==> src/rtl/systolic_pkg.sv <==
// Shared systolic-array package: array operation codes used by the load
// controller and the one-hot state encoding of the job scheduler.
package systolic_pkg;

  // Operation codes of the array load controller.
  typedef enum logic [1:0] {
    ARR_LOAD = 2'd0,
    ARR_MAC  = 2'd1,
    ARR_OUT  = 2'd2
  } arr_op_e;

  // Scheduler states, one-hot.
  typedef enum logic [4:0] {
    ST_IDLE  = 5'b00001,
    ST_CLEAR = 5'b00010,
    ST_WAIT  = 5'b00100,
    ST_MAC   = 5'b01000,
    ST_DRAIN = 5'b10000
  } sched_state_e;

endpackage

==> src/rtl/systolic_sched.sv <==
// Job scheduler for a SIZE x SIZE systolic array. Accepts a job of reduction
// depth K, clears the accumulators, waits for the operand FIFOs, enables the
// PEs for K + 2*(SIZE-1) cycles (skew fill plus drain), then hands out the
// SIZE result rows one per out_val/out_rdy handshake.
// Ports:
//   clk, rst              clock, synchronous active-high reset
//   cmd_val/cmd_rdy       job request handshake, cmd_len = K
//   arr_clr               one-cycle accumulator clear
//   arr_full              operand FIFOs loaded
//   arr_mac_en            PE accumulate enable
//   arr_row_sel           result row selected onto the output
//   out_val/out_rdy       result row handshake
//   busy                  any state other than IDLE
//   done                  pulse on acceptance of the last row
module systolic_sched
  import systolic_pkg::*;
#(
  parameter int unsigned SIZE  = 4,
  parameter int unsigned CNT_W = 8
) (
  input  logic                     clk,
  input  logic                     rst,
  input  logic                     cmd_val,
  output logic                     cmd_rdy,
  input  logic [CNT_W-1:0]         cmd_len,
  output logic                     arr_clr,
  input  logic                     arr_full,
  output logic                     arr_mac_en,
  output logic [$clog2(SIZE)-1:0]  arr_row_sel,
  output logic                     out_val,
  input  logic                     out_rdy,
  output logic                     busy,
  output logic                     done
);

  localparam int unsigned ROW_W = $clog2(SIZE);
  // One extra bit so the longest job (K = 2^CNT_W-1) cannot wrap.
  localparam int unsigned CYC_W = CNT_W + 1;
  localparam int unsigned SKEW  = 2 * (SIZE - 1);

  sched_state_e     state_q, state_d;
  logic [CNT_W-1:0] len_q, len_d;
  logic [CYC_W-1:0] cyc_q, cyc_d;
  logic [ROW_W-1:0] row_q, row_d;
  logic [CYC_W-1:0] mac_last;

  // State and counter registers.
  always_ff @(posedge clk) begin
    if (rst) begin
      state_q <= ST_IDLE;
      len_q   <= '0;
      cyc_q   <= '0;
      row_q   <= '0;
    end else begin
      state_q <= state_d;
      len_q   <= len_d;
      cyc_q   <= cyc_d;
      row_q   <= row_d;
    end
  end

  // Next-state, counter update and state-decoded outputs.
  always_comb begin
    state_d    = state_q;
    len_d      = len_q;
    cyc_d      = cyc_q;
    row_d      = row_q;
    cmd_rdy    = 1'b0;
    arr_clr    = 1'b0;
    arr_mac_en = 1'b0;
    out_val    = 1'b0;
    done       = 1'b0;
    busy       = 1'b1;
    // Index of the final MAC cycle, counting from 0.
    mac_last   = CYC_W'(len_q) + CYC_W'(SKEW - 1);

    case (state_q)
      ST_IDLE: begin
        busy    = 1'b0;
        cmd_rdy = 1'b1;
        if (cmd_val) begin
          len_d   = cmd_len;
          state_d = ST_CLEAR;
        end
      end
      ST_CLEAR: begin
        arr_clr = 1'b1;
        state_d = ST_WAIT;
      end
      ST_WAIT: begin
        if (arr_full) begin
          cyc_d   = '0;
          state_d = ST_MAC;
        end
      end
      ST_MAC: begin
        arr_mac_en = 1'b1;
        if (cyc_q == mac_last) begin
          cyc_d   = '0;
          row_d   = '0;
          state_d = ST_DRAIN;
        end else begin
          cyc_d = cyc_q + CYC_W'(1);
        end
      end
      ST_DRAIN: begin
        out_val = 1'b1;
        if (out_rdy) begin
          if (row_q == ROW_W'(SIZE - 1)) begin
            done    = 1'b1;
            row_d   = '0;
            state_d = ST_IDLE;
          end else begin
            row_d = row_q + ROW_W'(1);
          end
        end
      end
      default: state_d = ST_IDLE;
    endcase

    // Reset cycle: everything quiet, including cmd_rdy, before the state flop updates.
    if (rst) begin
      cmd_rdy    = 1'b0;
      arr_clr    = 1'b0;
      arr_mac_en = 1'b0;
      out_val    = 1'b0;
      done       = 1'b0;
      busy       = 1'b0;
    end
  end

  assign arr_row_sel = rst ? '0 : row_q;

endmodule

==> config.mk <==
export PLATFORM = sky130hd
export DESIGN_NAME = systolic_sched
export DESIGN_NICKNAME = d
export VERILOG_FILES = /design/src/rtl/systolic_pkg.sv /design/src/rtl/systolic_sched.sv
export SDC_FILE = /design/constraint.sdc
export NUM_CORES = 1
export LEC_CHECK = 0
export ABC_AREA = 1
export CORE_MARGIN = 3
export CORE_UTILIZATION = 45
export DETAILED_ROUTE_END_ITERATION = 12
export GPL_TIMING_DRIVEN = 1
export PLACE_DENSITY_LB_ADDON = 0.2
export SKIP_LAST_GASP = 1
export SLEW_MARGIN = 25
export SYNTH_ARGS = -nofsm -noshare
export SYNTH_HDL_FRONTEND = slang
export SYNTH_SLANG_ARGS = --single-unit
==> constraint.sdc <==
create_clock -name clk -period 4.4 [get_ports clk]
set_input_delay 1.32 -clock clk [delete_from_list [all_inputs] [get_ports clk]]
set_output_delay 1.32 -clock clk [all_outputs]
set_load 0.005 [all_outputs]
Word level (Yosys, flattened, before mapping)
Cells that the tools add are included.
- add/subtract/negate cells: 3
- eq/ne operators: 12
- mux-type cells: 28
- reductions and logical operators: 6
- operators by type and width (kind ; count):
    $mux W5 ; 5
    $pmux W5 S5 ; 1
    $mux W9 ; 2
    $pmux W9 S2 ; 1
    $mux W1 ; 14
    $ne A2 B2 Y1 const B ; 5
    $add A8 B3 Y9 const B ; 1
    $add A9 B1 Y9 const B ; 1
    $eq A9 B9 Y1 ; 1
    $mux W2 ; 4
    $eq A5 B1 Y1 const B ; 1
    $eq A5 B2 Y1 const B ; 1
    $eq A5 B3 Y1 const B ; 1
    $eq A5 B4 Y1 const B ; 1
    $eq A5 B5 Y1 const B ; 1
    $reduce_and A5 Y1 ; 1
    $pmux W2 S2 ; 1
    $reduce_and A2 Y1 ; 2
    $reduce_bool A2 Y1 ; 2
    $reduce_and A3 Y1 ; 1
    $add A2 B1 Y2 const B ; 1
    $eq A2 B2 Y1 const B ; 1
- register bits: 24
- bits of input ports: 13
- output and inout bits: 8
- word-level logic and storage cells: 53

Depth between registers and ports, before layout
- depth in word-level cells: 5
- mapped depth: 14
- depth with buffers taken out: 14

Least setup slack after synthesis
Ideal clock, no wire load.
- path type: input port to output port
- start: in rst
- end: out arr_clr
- arrival time: 1977 ps
- data required time: 3080 ps
- setup slack: 1103 ps
- stages on the path: 3
- path buffers: 2
- cells stage by stage: clkbuf_1 clkbuf_1 nor2_1
- longest elaborated chain between the ends: 1
- ends and longest elaborated chain (what ; line ; RTL):
    start: declaration ; systolic_sched.sv:22 ; input logic rst,
    $mux W1 ; systolic_sched.sv:122 ; if (rst) begin
    end: declaration ; systolic_sched.sv:26 ; output logic arr_clr,
No other way between the ends.

Worst setup path after layout
Ends and elaborated chain as after synthesis.

==> impl_metrics.yaml <==
worst_setup_path:
  cp_max_fo: 17
  cp-end-kind: "output pin"
  path_cells: "clkdlybuf4s50_1, buf_4, nor2_1, clkdlybuf4s50_1"
  critPathRequiredTime_ns: 3.08
  start_kind: "primary input"
  worstRegToRegCells: 13
  critical_path_class: "in2out"
  slowest_stage: "clkdlybuf4s50_1"
  cpPeakStageDelay_ns: 0.51
  reg2reg_slack_ns: 2.55
  cp_common_cell: "clkdlybuf4s50_1"
  arrival_ns: 2.61
place:
  gp_congestion: 0.831
  postPlaceCellArea_um2: 1740
  dp_hpwl_um: 2540
  io_buffer_count: 20
clocking:
  clk_path_buf_depth: 2
  htree_levels: 1
  cts_tree: "built"
  cts_hold_buf: 0
  ctsResizeCount: 0
  postCtsSetupBuffers: 0
  cts-root-buf: "clkbuf_4"
  worst_skew_pair.late_latency_ns: 0.32
  cts_made_buffers: 3
  cts.clk_slew.worst_paths_ns: 0.13
  cts_sinks: 24
yosys:
  synth_seq_cells: 24
  synth-seq-area-share_pct: 31.9
  yosysUniqueCellTypes: 31
  synth_top_cell_area_share_pct: 31.9
  async_flop_share_pct: 0
  synth_edf_count: 0
  synth_area_um2: 1500
  synthCells: 236
  syn_nets: 252
  yosys_warnings: 0
  synth-main-ff-cell: "dfxtp_1"
  synthTopCellsByArea: "dfxtp_1 (32%), nand2_1 (16%), inv_1 (8.2%), nor2_1 (7.0%), a21oi_1 (6.3%)"
  yosysMostFrequentCell: "nand2_1"
  synth_common_cells: "nand2_1 (65), inv_1 (33), nor2_1 (28)"
  syn_area_per_cell_um2: 6.37
  yosys.area.top_type: "dfxtp_1"
global_route:
  grt_pass1_vias: 1299
  grt_max_degree: 18
  antenna_found_initial: 0
  grt_pass1_wl_um: 5600
  grt_usage_pct: 16.9
  gr-total-overflow: 0
route:
  first_iter_violations: 77
  ant_nets: 0
  totalWireLength_um: 3290
  vias_per_cell: 4.86
  firstDrtPassIters: 5
  vias: 1458
  drc: 0
  avgRoutedWirePerCell_um: 11.0
min_path:
  worstHoldPathCells: 2
  hold_class: "reg2reg"
floorplan:
  chipHeight_um: 63.8
  io_pins: 21
  dieArea_um2: 4070
  core_um2: 3130
  start_util_pct: 48.1
  fp.dieW_um: 63.8
  row_count: 20
sta:
  max_slew.worst_pin.slew_ns: 0.509
  skew_ns: 0.00353
  timing.slew.headroom_pct: 66.0
  setup_viol: 0
  clock.fmax_mhz: 254
  fin_setup_tns_ns: 0
  fin_crit_ns: 3.93
  hold_viol_final: 0
  maxSlewViolCount: 0
  rsz0062_at_grt: "no"
  period_share_pct: 89.4
layout:
  drive_gt1_share_pct: 10.5
  design_area_um2: 1780
  n_antenna_cell: 0
  nNetsFinal: 273
  syn_to_final_growth_pct: 18.4
power_and_ir_drop:
  cellLeakagePower_uw: 0.000757
  pwr_density_cell_nw_per_um2: 292
  vdd_drop_max_v: 0.000182
run:
  maxCapViolCount: 0
status:
  status: "finished clean"
path summary, 6_finish.rpt:
path	endpoint	start
setup reg to reg	state_q[4]$_SDFFE_PP0P_	len_q[0]$_SDFFE_PP0P_
setup / recovery	arr_clr	rst
hold reg to reg	len_q[6]$_SDFFE_PP0P_	len_q[6]$_SDFFE_PP0P_
hold / removal	len_q[6]$_SDFFE_PP0P_	len_q[6]$_SDFFE_PP0P_
sequential cells by signal, summed over array words and instances, names as in the netlist:
register / cells
cyc_q: 9
state_q: 5
len_q: 8
row_q: 2
cells in the final DEF, fill, tap and decap left out, types with 2 or more instances in the layout:
master / count
nor4_1: 2
xor2_1: 3
clkdlybuf4s50_1: 20
clkbuf_4: 3
nor2_1: 28
nand3_1: 14
nand4_1: 4
nand2_2: 3
nand2_1: 65
dfxtp_1: 24
a21oi_1: 19
nand3_2: 2
ha_1: 3
inv_2: 3
o21ai_2: 2
nor2_2: 4
inv_1: 33
o21ai_0: 9
metal layers:
layer,global-route usage (%),routed length [um]
met4,6.47,38
met5,0,0
met3,1.76,90
met2,26.8,1470
met1,23.5,1690
stage by stage:
step | hold slack [ns] | utilization (%) | setup WS (ns) | power [uW] | std cells
floorplan | 0.444 | - | 1.10 | 361 | 236
global placement | 0.455 | 55.8 | 0.470 | 404 | 296
detailed placement | 0.466 | 55.8 | 0.471 | 406 | 296
CTS | 0.485 | 56.9 | 0.461 | 525 | 300
global route | 0.523 | 56.9 | 0.375 | 557 | 300
finish | 0.485 | 56.9 | 0.465 | 520 | 300
worst max-delay path: cells and delay by family:
| family | cells | cell delay (ns) |
|---|---|---|
| buffers and inverters | 3 | 1.17 |
| and+or+nand+nor | 1 | 0.12 |
power breakdown:
| group | leakage (uW) | internal [uW] | total [uW] | switching (uW) |
|---|---|---|---|---|
| clock network | 0.0000210 | 50.6 | 118 | 67.6 |
| registers | 0.000196 | 237 | 253 | 16.5 |
| logic | 0.000540 | 58.4 | 148 | 89.8 |
area by class of cell:
type | count | area [um^2]
inverter | 37 | 141
clock buffer | 4 | 36.3
fill | 336 | 1350
timing repair buffer | 21 | 208
tap | 44 | 55.1
sequential | 24 | 480
multi-input combinational | 170 | 860
logic make-up after synthesis:
group | count (synthesis) | synth area share (%)
AOI/OAI and AO/OA | 33 | 12.1
xor gates and xnor gates | 4 | 2.83
adders and majority gates | 3 | 2.50
buffers and inverters | 42 | 10.9
DFF | 24 | 31.9
and+or+nand+nor | 130 | 39.8
No activity file was read; power rests on OpenSTA's default activity.
